`config.mk`:
```
export PLATFORM = sky130hd
export DESIGN_NAME = div_ctrl
export DESIGN_NICKNAME = d
export VERILOG_FILES = /design/src/rtl/div_ctrl_pkg.sv /design/src/rtl/div_ctrl.sv
export SDC_FILE = /design/constraint.sdc
export NUM_CORES = 1
export LEC_CHECK = 0
export ABC_CLOCK_PERIOD_IN_PS = 1900
export CAP_MARGIN = 40
export CORE_AREA = 2 2 140 87
export DETAILED_ROUTE_END_ITERATION = 10
export DIE_AREA = 0 0 142 89
export PLACE_DENSITY = 0.77
export SLEW_MARGIN = 15
export SYNTH_ARGS = -nofsm -noshare
export SYNTH_HDL_FRONTEND = slang
export SYNTH_SLANG_ARGS = --single-unit
export TNS_END_PERCENT = 50
```
`constraint.sdc`:
```
create_clock -name clk -period 1.9 [get_ports clk]
set_input_delay 0.19 -clock clk [delete_from_list [all_inputs] [get_ports clk]]
set_output_delay 0.19 -clock clk [all_outputs]
set_load 0.005 [all_outputs]
```
`src/rtl/div_ctrl_pkg.sv`:
```
// div_ctrl_pkg: shared constants for the EX-stage divider sequencer.
// Holds the sequencer state encodings and the start/stall level names that
// the divider and the pipeline controller also understand.
package div_ctrl_pkg;

   // Sequencer states (2-bit, legacy-compatible encodings)
   localparam logic [1:0] DIV_CTRL_IDLE  = 2'b00;
   localparam logic [1:0] DIV_CTRL_BUSY  = 2'b01;
   localparam logic [1:0] DIV_CTRL_DRAIN = 2'b10;

   // Divider start_i levels
   localparam logic DIV_START = 1'b1;
   localparam logic DIV_STOP  = 1'b0;

   // Pipeline stall request levels
   localparam logic STOP    = 1'b1;
   localparam logic NO_STOP = 1'b0;

   // True when a divisor is zero, used by the optional by-zero bypass
   function automatic logic is_zero_divisor(input logic [63:0] divisor);
      return (divisor == 64'd0);
   endfunction

endpackage

```
`src/rtl/div_ctrl.sv`:
```
// div_ctrl: sequences the shared iterative radix-4 divider for DIV/DIVU in EX.
// Launches the divider with registered operands, stalls the pipeline until
// div_ready_i, writes {HI,LO} with a one-cycle strobe, and on a flush drains
// the divider without writing.
// Optional feature: define DIV_ZERO_BYPASS_EN to answer divide-by-zero
// directly from IDLE with {0,0} instead of launching the divider.
module div_ctrl
   import div_ctrl_pkg::*;
#(
   parameter int DW = 32
)
(
   input  logic            clk,
   input  logic            rst,
   input  logic            ex_div_req_i,
   input  logic            ex_signed_i,
   input  logic [DW-1:0]   ex_op1_i,
   input  logic [DW-1:0]   ex_op2_i,
   input  logic            flush_i,
   output logic            stall_req_o,
   output logic            hilo_we_o,
   output logic [DW-1:0]   hi_o,
   output logic [DW-1:0]   lo_o,
   output logic            busy_o,
   output logic            div_signed_o,
   output logic [DW-1:0]   div_op1_o,
   output logic [DW-1:0]   div_op2_o,
   output logic            div_start_o,
   input  logic [2*DW-1:0] div_result_i,
   input  logic            div_ready_i
);

   logic [1:0]    state;
   logic [1:0]    state_next;
   logic [DW-1:0] op1_q;
   logic [DW-1:0] op2_q;
   logic          signed_q;
   logic          launch;
   logic          bypass;

   // Decide whether this cycle launches the divider or answers a by-zero divide directly
   always_comb begin
      bypass = 1'b0;
`ifdef DIV_ZERO_BYPASS_EN
      bypass = (state == DIV_CTRL_IDLE) && ex_div_req_i && !flush_i &&
               is_zero_divisor(64'(ex_op2_i));
`endif
      launch = (state == DIV_CTRL_IDLE) && ex_div_req_i && !flush_i && !bypass;
   end

   // Mealy outputs and next state from the current state plus EX/divider inputs
   always_comb begin
      state_next   = state;
      stall_req_o  = NO_STOP;
      hilo_we_o    = 1'b0;
      hi_o         = '0;
      lo_o         = '0;
      div_start_o  = DIV_STOP;
      div_signed_o = signed_q;
      div_op1_o    = op1_q;
      div_op2_o    = op2_q;
      case (state)
         DIV_CTRL_IDLE: begin
            if (launch) begin
               div_start_o  = DIV_START;
               div_signed_o = ex_signed_i;
               div_op1_o    = ex_op1_i;
               div_op2_o    = ex_op2_i;
               stall_req_o  = STOP;
               state_next   = DIV_CTRL_BUSY;
            end else if (bypass) begin
               hilo_we_o = 1'b1;
            end
         end
         DIV_CTRL_BUSY: begin
            if (!div_ready_i) begin
               div_start_o = DIV_START;
               stall_req_o = STOP;
               if (flush_i) begin
                  state_next = DIV_CTRL_DRAIN;
               end
            end else begin
               state_next = DIV_CTRL_IDLE;
               if (!flush_i) begin
                  hilo_we_o    = 1'b1;
                  {hi_o, lo_o} = div_result_i;
               end
            end
         end
         DIV_CTRL_DRAIN: begin
            stall_req_o = ex_div_req_i ? STOP : NO_STOP;
            if (!div_ready_i) begin
               div_start_o = DIV_START;
            end else begin
               state_next = DIV_CTRL_IDLE;
            end
         end
         default: begin
            state_next = DIV_CTRL_IDLE;
         end
      endcase
   end

   // State register and operand latch, captured on launch and held until release
   always_ff @(posedge clk or negedge rst) begin
      if (!rst) begin
         state    <= DIV_CTRL_IDLE;
         op1_q    <= '0;
         op2_q    <= '0;
         signed_q <= 1'b0;
      end else begin
         state <= state_next;
         if (launch) begin
            op1_q    <= ex_op1_i;
            op2_q    <= ex_op2_i;
            signed_q <= ex_signed_i;
         end
      end
   end

   assign busy_o = (state != DIV_CTRL_IDLE);

endmodule

```
-- Yosys cells after proc, flatten, opt, wreduce, memory -nomap -nowiden
Index checks and enable logic that the tools add are counted.
Widths: inputs -> output; s select.
- equal/unequal tests: 5
- reductions and logical operators: 7
- mux-type cells: 25
- operators with widths (cell ; count):
    $mux 32 ; 10
    $mux 1 ; 8
    $mux 2 ; 4
    $pmux 2 s3 ; 1
    $ne 2x2->1 const B ; 2
    $ne 3x3->1 const B ; 1
    $pmux 1 s3 ; 1
    $reduce_and 3->1 ; 1
    $eq 2x1->1 const B ; 1
    $eq 2x2->1 const B ; 1
    $logic_and 1x1->1 ; 2
    $logic_not 2->1 ; 1
    $pmux 1 s2 ; 1
    $reduce_bool 2->1 ; 1
    $reduce_or 2->1 ; 1
    $logic_not 1->1 ; 1
- logic and storage cells: 41
- output and inout port bits: 133
- register bits after elaboration: 67

-- Logic depth before layout (Yosys ltp)
- word-level depth: 5
- depth in mapped cells: 6

-- Worst setup path before layout
OpenSTA, ideal clock, no wires.
- path kind: flip-flop to output port
- from: register state[0]
- to: output port div_op1_o[29]
- setup slack: 284 ps
- stages on the path, launching flop included: 7
- arrival time: 1426 ps
- cell sequence: dfrtp_1 inv_1 ha_1 nand2_2 buf_6 buf_6 mux2_4
- longest elaborated chain between the ends: 5
- ends and longest elaborated chain (item ; RTL line ; text):
    from (decl) ; div_ctrl.sv:33 ; logic [1:0] state;
    from (signal assigned) ; div_ctrl.sv:112 ; state <= state_next;
    $logic_not 2->1 * ; div_ctrl.sv:48, div_ctrl.sv:62 ;
    $logic_and 1x1->1 (2 in series) ; div_ctrl.sv:48 ; launch = (state == DIV_CTRL_IDLE) && ex_div_req_i && !flush_i && !bypass;
    $mux 32 ; div_ctrl.sv:64 ; if (launch) begin
    $mux 32 * ; div_ctrl.sv:62 ; case (state)
    to (decl) ; div_ctrl.sv:26 ; output logic [DW-1:0] div_op1_o,
Mark *: on every way between the ends. The rest lies on a longest branch, timed or not.

-- Worst setup path after layout
- from: register state[1]
- to: output port hi_o[25]
- longest elaborated chain between the ends: 2
- ends and longest elaborated chain (item ; RTL line ; text):
    $eq 2x1->1 ; div_ctrl.sv:62 ;
    $mux 32 ; div_ctrl.sv:62 ;
    to (decl) ; div_ctrl.sv:22 ; output logic [DW-1:0] hi_o,
No other way between the ends.

==> metrics list <==
* Syn Nets: about 450
- After layout, the minimum clock period comes to 2093 ps.
* Wire per inst: 19.48 µm
- Max Cap Viol: 0
* Count of nets after finishing: 790
- For this run, the number of Yosys warnings is 0.
* Fraction of the yosys area taken by sequential cells: 40.50%
- The design draws 10.25 mW.
* First DRT Iteration DRCs: 150
* Peak supply drop: 0.6252 mV
- The number of global-route vias before repair was between 3000 and 4000.
- Crit path kind: register to output pin
- Total area of sequential cells: about 0.0017 mm²
- Remaining antenna violation count: 0
* Setup repair after global routing missed its margin: true
* Sum of negative setup slack: -12260 ps
- Clock tree synthesis selected as its root buffer the cell clkbuf_16.
- DP Area: 0.007108 mm²
- Vias post-DR: 3686
- Clock-pin slew of the registers on the worst-case setup and hold paths: 50 ps
- The final reports fail on negative setup slack.
* Arrival time at the worst endpoint: approximately 1900 ps
- TritonCTS created 9 clock buffers.
- Largest family of logic cells by synthesized area: multiplexers
- Post-Synthesis Cell Area: around 0.0041 mm²
- The die is a little under 90 µm tall.
* Biggest fanout along the worst timing path: 7
* Die X-Extent: 142 µm
- For this configuration, the core starts out at a cell density of 36.89%.
- The routed design has around 16000 µm of wire.
- Number of levels the H-tree was split into: 3
- The count of endpoints failing hold in the final timing report was 0.
- Summing the areas of all xor and xnor instances in the mapped netlist gives 0% of the synthesized area.
- Fin worst setup slack: -192.9 ps
- Area occupied by multi-input gates: 0.002585 mm²
* Synth Area per Inst: 13.44 µm²
* Count of placed standard cells in the final layout, fillers left out: 800
- The die covers 0.01264 mm².
* Std-Cell Core Area: about 0.011 mm²
* Final clock period utilization by the worst path: 110.2%
- Number of instances in the placed design: 724
* Leak Pwr: around 4.1 nW
- The worst hold path belongs to the class input port to asynchronous set/reset pin.
* Filler Cells Inserted: 729
- 267 I/O pins were placed.
- TritonCTS built the clock tree.
* TritonCTS Sinks: 67
- Share of the core filled with cells: 74.30%
- For this run, the top clock speed supported by timing is roughly 0.48 GHz.
- Worst-Skew Late Latency: around 320 ps
* Buffer depth of the longest clock path: 2
- For this design the ratio of total power to cell area is around 1200 mW/mm².
- After detailed routing, the number of remaining DRC violations is 0.
* Pin count of the biggest net entering global routing: 68
- Max-slew headroom: approximately 76%
- 0 antenna diodes ended up in the layout.
- Final setup violation count: 121
* Area of all placed cells without fillers: 0.008339 mm²
- Multiplexer cells account for 41.43% of the synthesized area.
* Global-route wire length before repair: 22580 µm
- The flow ran to the end, but the final reports show violations.
- Layout area overhead: 101.4%
* Synth cell types: 23
- The first detailed-routing pass ran for 6 iterations.
* Site row count: 30
- Between clock sinks in the finished design, the worst skew comes to 4.002 ps.
- For the worst setup path, the data required time is 1710 ps.
* Slew Viols, Final: 0
* Total grt overflow: 0
- Ratio of cells with drive above 1 in the final layout: 62.50%
* GP Congestion: 0.8798
- Syn Inst Count: 308
- Measured slew at the worst slew-check pin: 365.7 ps
- Post-Route Hold Slack: between 400 and 500 ps
- Post-Synth Simple-Gate Area: 11.27%
* Port bufs: 266
* Initial antenna violation count: 0
- Detailed placer's ending HPWL: 9693 µm
- Critical Path Sink Type: output pin
- After synthesis the netlist holds a flip-flop and latch count of 67.
- Average vias per placed instance: 4.608
* Setup slack after placement: -309.5 ps
* Synthesized-area fraction occupied by ao, oa, aoi and oai cells: 1.330%
* Adder-cell share of the synthesized area: 1.511%
- Worst Setup Start Kind: register
- Total Routing Usage GR: about a quarter
==> logic make-up (layout without fill, tap and decap cells) <==
logic type,after synthesis,count (layout)
compound gates,8,8
fa+ha+maj,5,5
buf+inv,25,372
flops,67,67
mux,130,130
simple gates,73,74
==> worst max-delay path, cell delays in order, from the launching register on <==
cell and delay [ps]:
dfrtp_1 360, inv_2 70, buf_6 120, ha_4 150
and3b_2 240, buf_6 150, buf_12 130, buf_12 120
and2_4 130, buf_6 110
==> cells in the mapped netlist, drive strengths merged <==
cell      n  area share (%)
dfrtp    67              40
ha        5             1.5
and2     63             9.5
a21oi     4            0.48
o211ai    1            0.18
or3       1            0.15
and4b     1            0.24
inv       4            0.36
buf      16             3.1
clkbuf    5            0.45
nand2     2            0.24
a211o     1            0.21
nor3      1            0.12
a211oi    1            0.18
mux2    130              41
and3b     1            0.21
nand2b    2            0.30
nor2b     2            0.48
o2111a    1            0.27
==> cell usage in the layout, fill, tap and decap left out, drive strengths merged, types with 2 or more instances in the layout <==
| master | count |
|---|---|
| dfrtp | 67 |
| ha | 5 |
| nand2 | 3 |
| buf | 198 |
| clkbuf | 28 |
| nor2b | 2 |
| clkdlybuf4s50 | 132 |
| clkinv | 3 |
| and2 | 63 |
| clkdlybuf4s15 | 4 |
| a21oi | 4 |
| inv | 4 |
| mux2 | 130 |
| nand2b | 2 |
==> timing repair <==
item,CTS,global route
cloned,12,2
buffers inserted,45,8
endpoints found under the hold margin,67,0
pin swaps,16,28
hold buffers,1,0
gates resized for setup,572,135
endpoints found under the setup margin,133,148
==> where the power goes <==
part / leakage, nW / switching [mW] / internal (mW)
Combinational: 3.22 / 1.97 / 4.22
Sequential: 0.792 / 0.450 / 2.16
Clock: 0.127 / 0.564 / 0.877
Total: 4.14 / 2.98 / 7.26
==> registers in the layout, summed over array words and instances, names as in the netlist <==
name	flops
op1_q	32
state	2
signed_q	1
op2_q	32
==> per-layer routing <==
metal,global-route usage (%),wire length (µm)
met5,0,0
met4,5.455,181
met3,4.285,627
met2,38.43,7381
met1,32.73,7395
==> cell type report <==
type,count,area share (%)
Clock inverter,3,0.1800
Multi-Input combinational cell,217,31.00
Timing Repair Buffer,352,43.50
Tap cell,144,2.161
Clock buffer,13,2.881
Inverter,4,0.1800
Sequential cell,67,20.11
==> final timing paths <==
kind	start	end	slack, ps	depth (start not counted)
setup reg to reg	state[0]$_DFFE_PN0P_	op1_q[2]$_DFF_PN0_	40	9
max in group asynchronous	rst	op2_q[5]$_DFF_PN0_	1180	3
hold / removal	rst	op1_q[0]$_DFF_PN0_	420	3
min in group clk	op2_q[19]$_DFF_PN0_	op2_q[19]$_DFF_PN0_	500	1
hold reg to reg	op2_q[19]$_DFF_PN0_	op2_q[19]$_DFF_PN0_	500	1
setup / recovery	state[1]$_DFFE_PN0P_	hi_o[25]	-190	9
No activity file was read; power rests on OpenSTA's default activity.
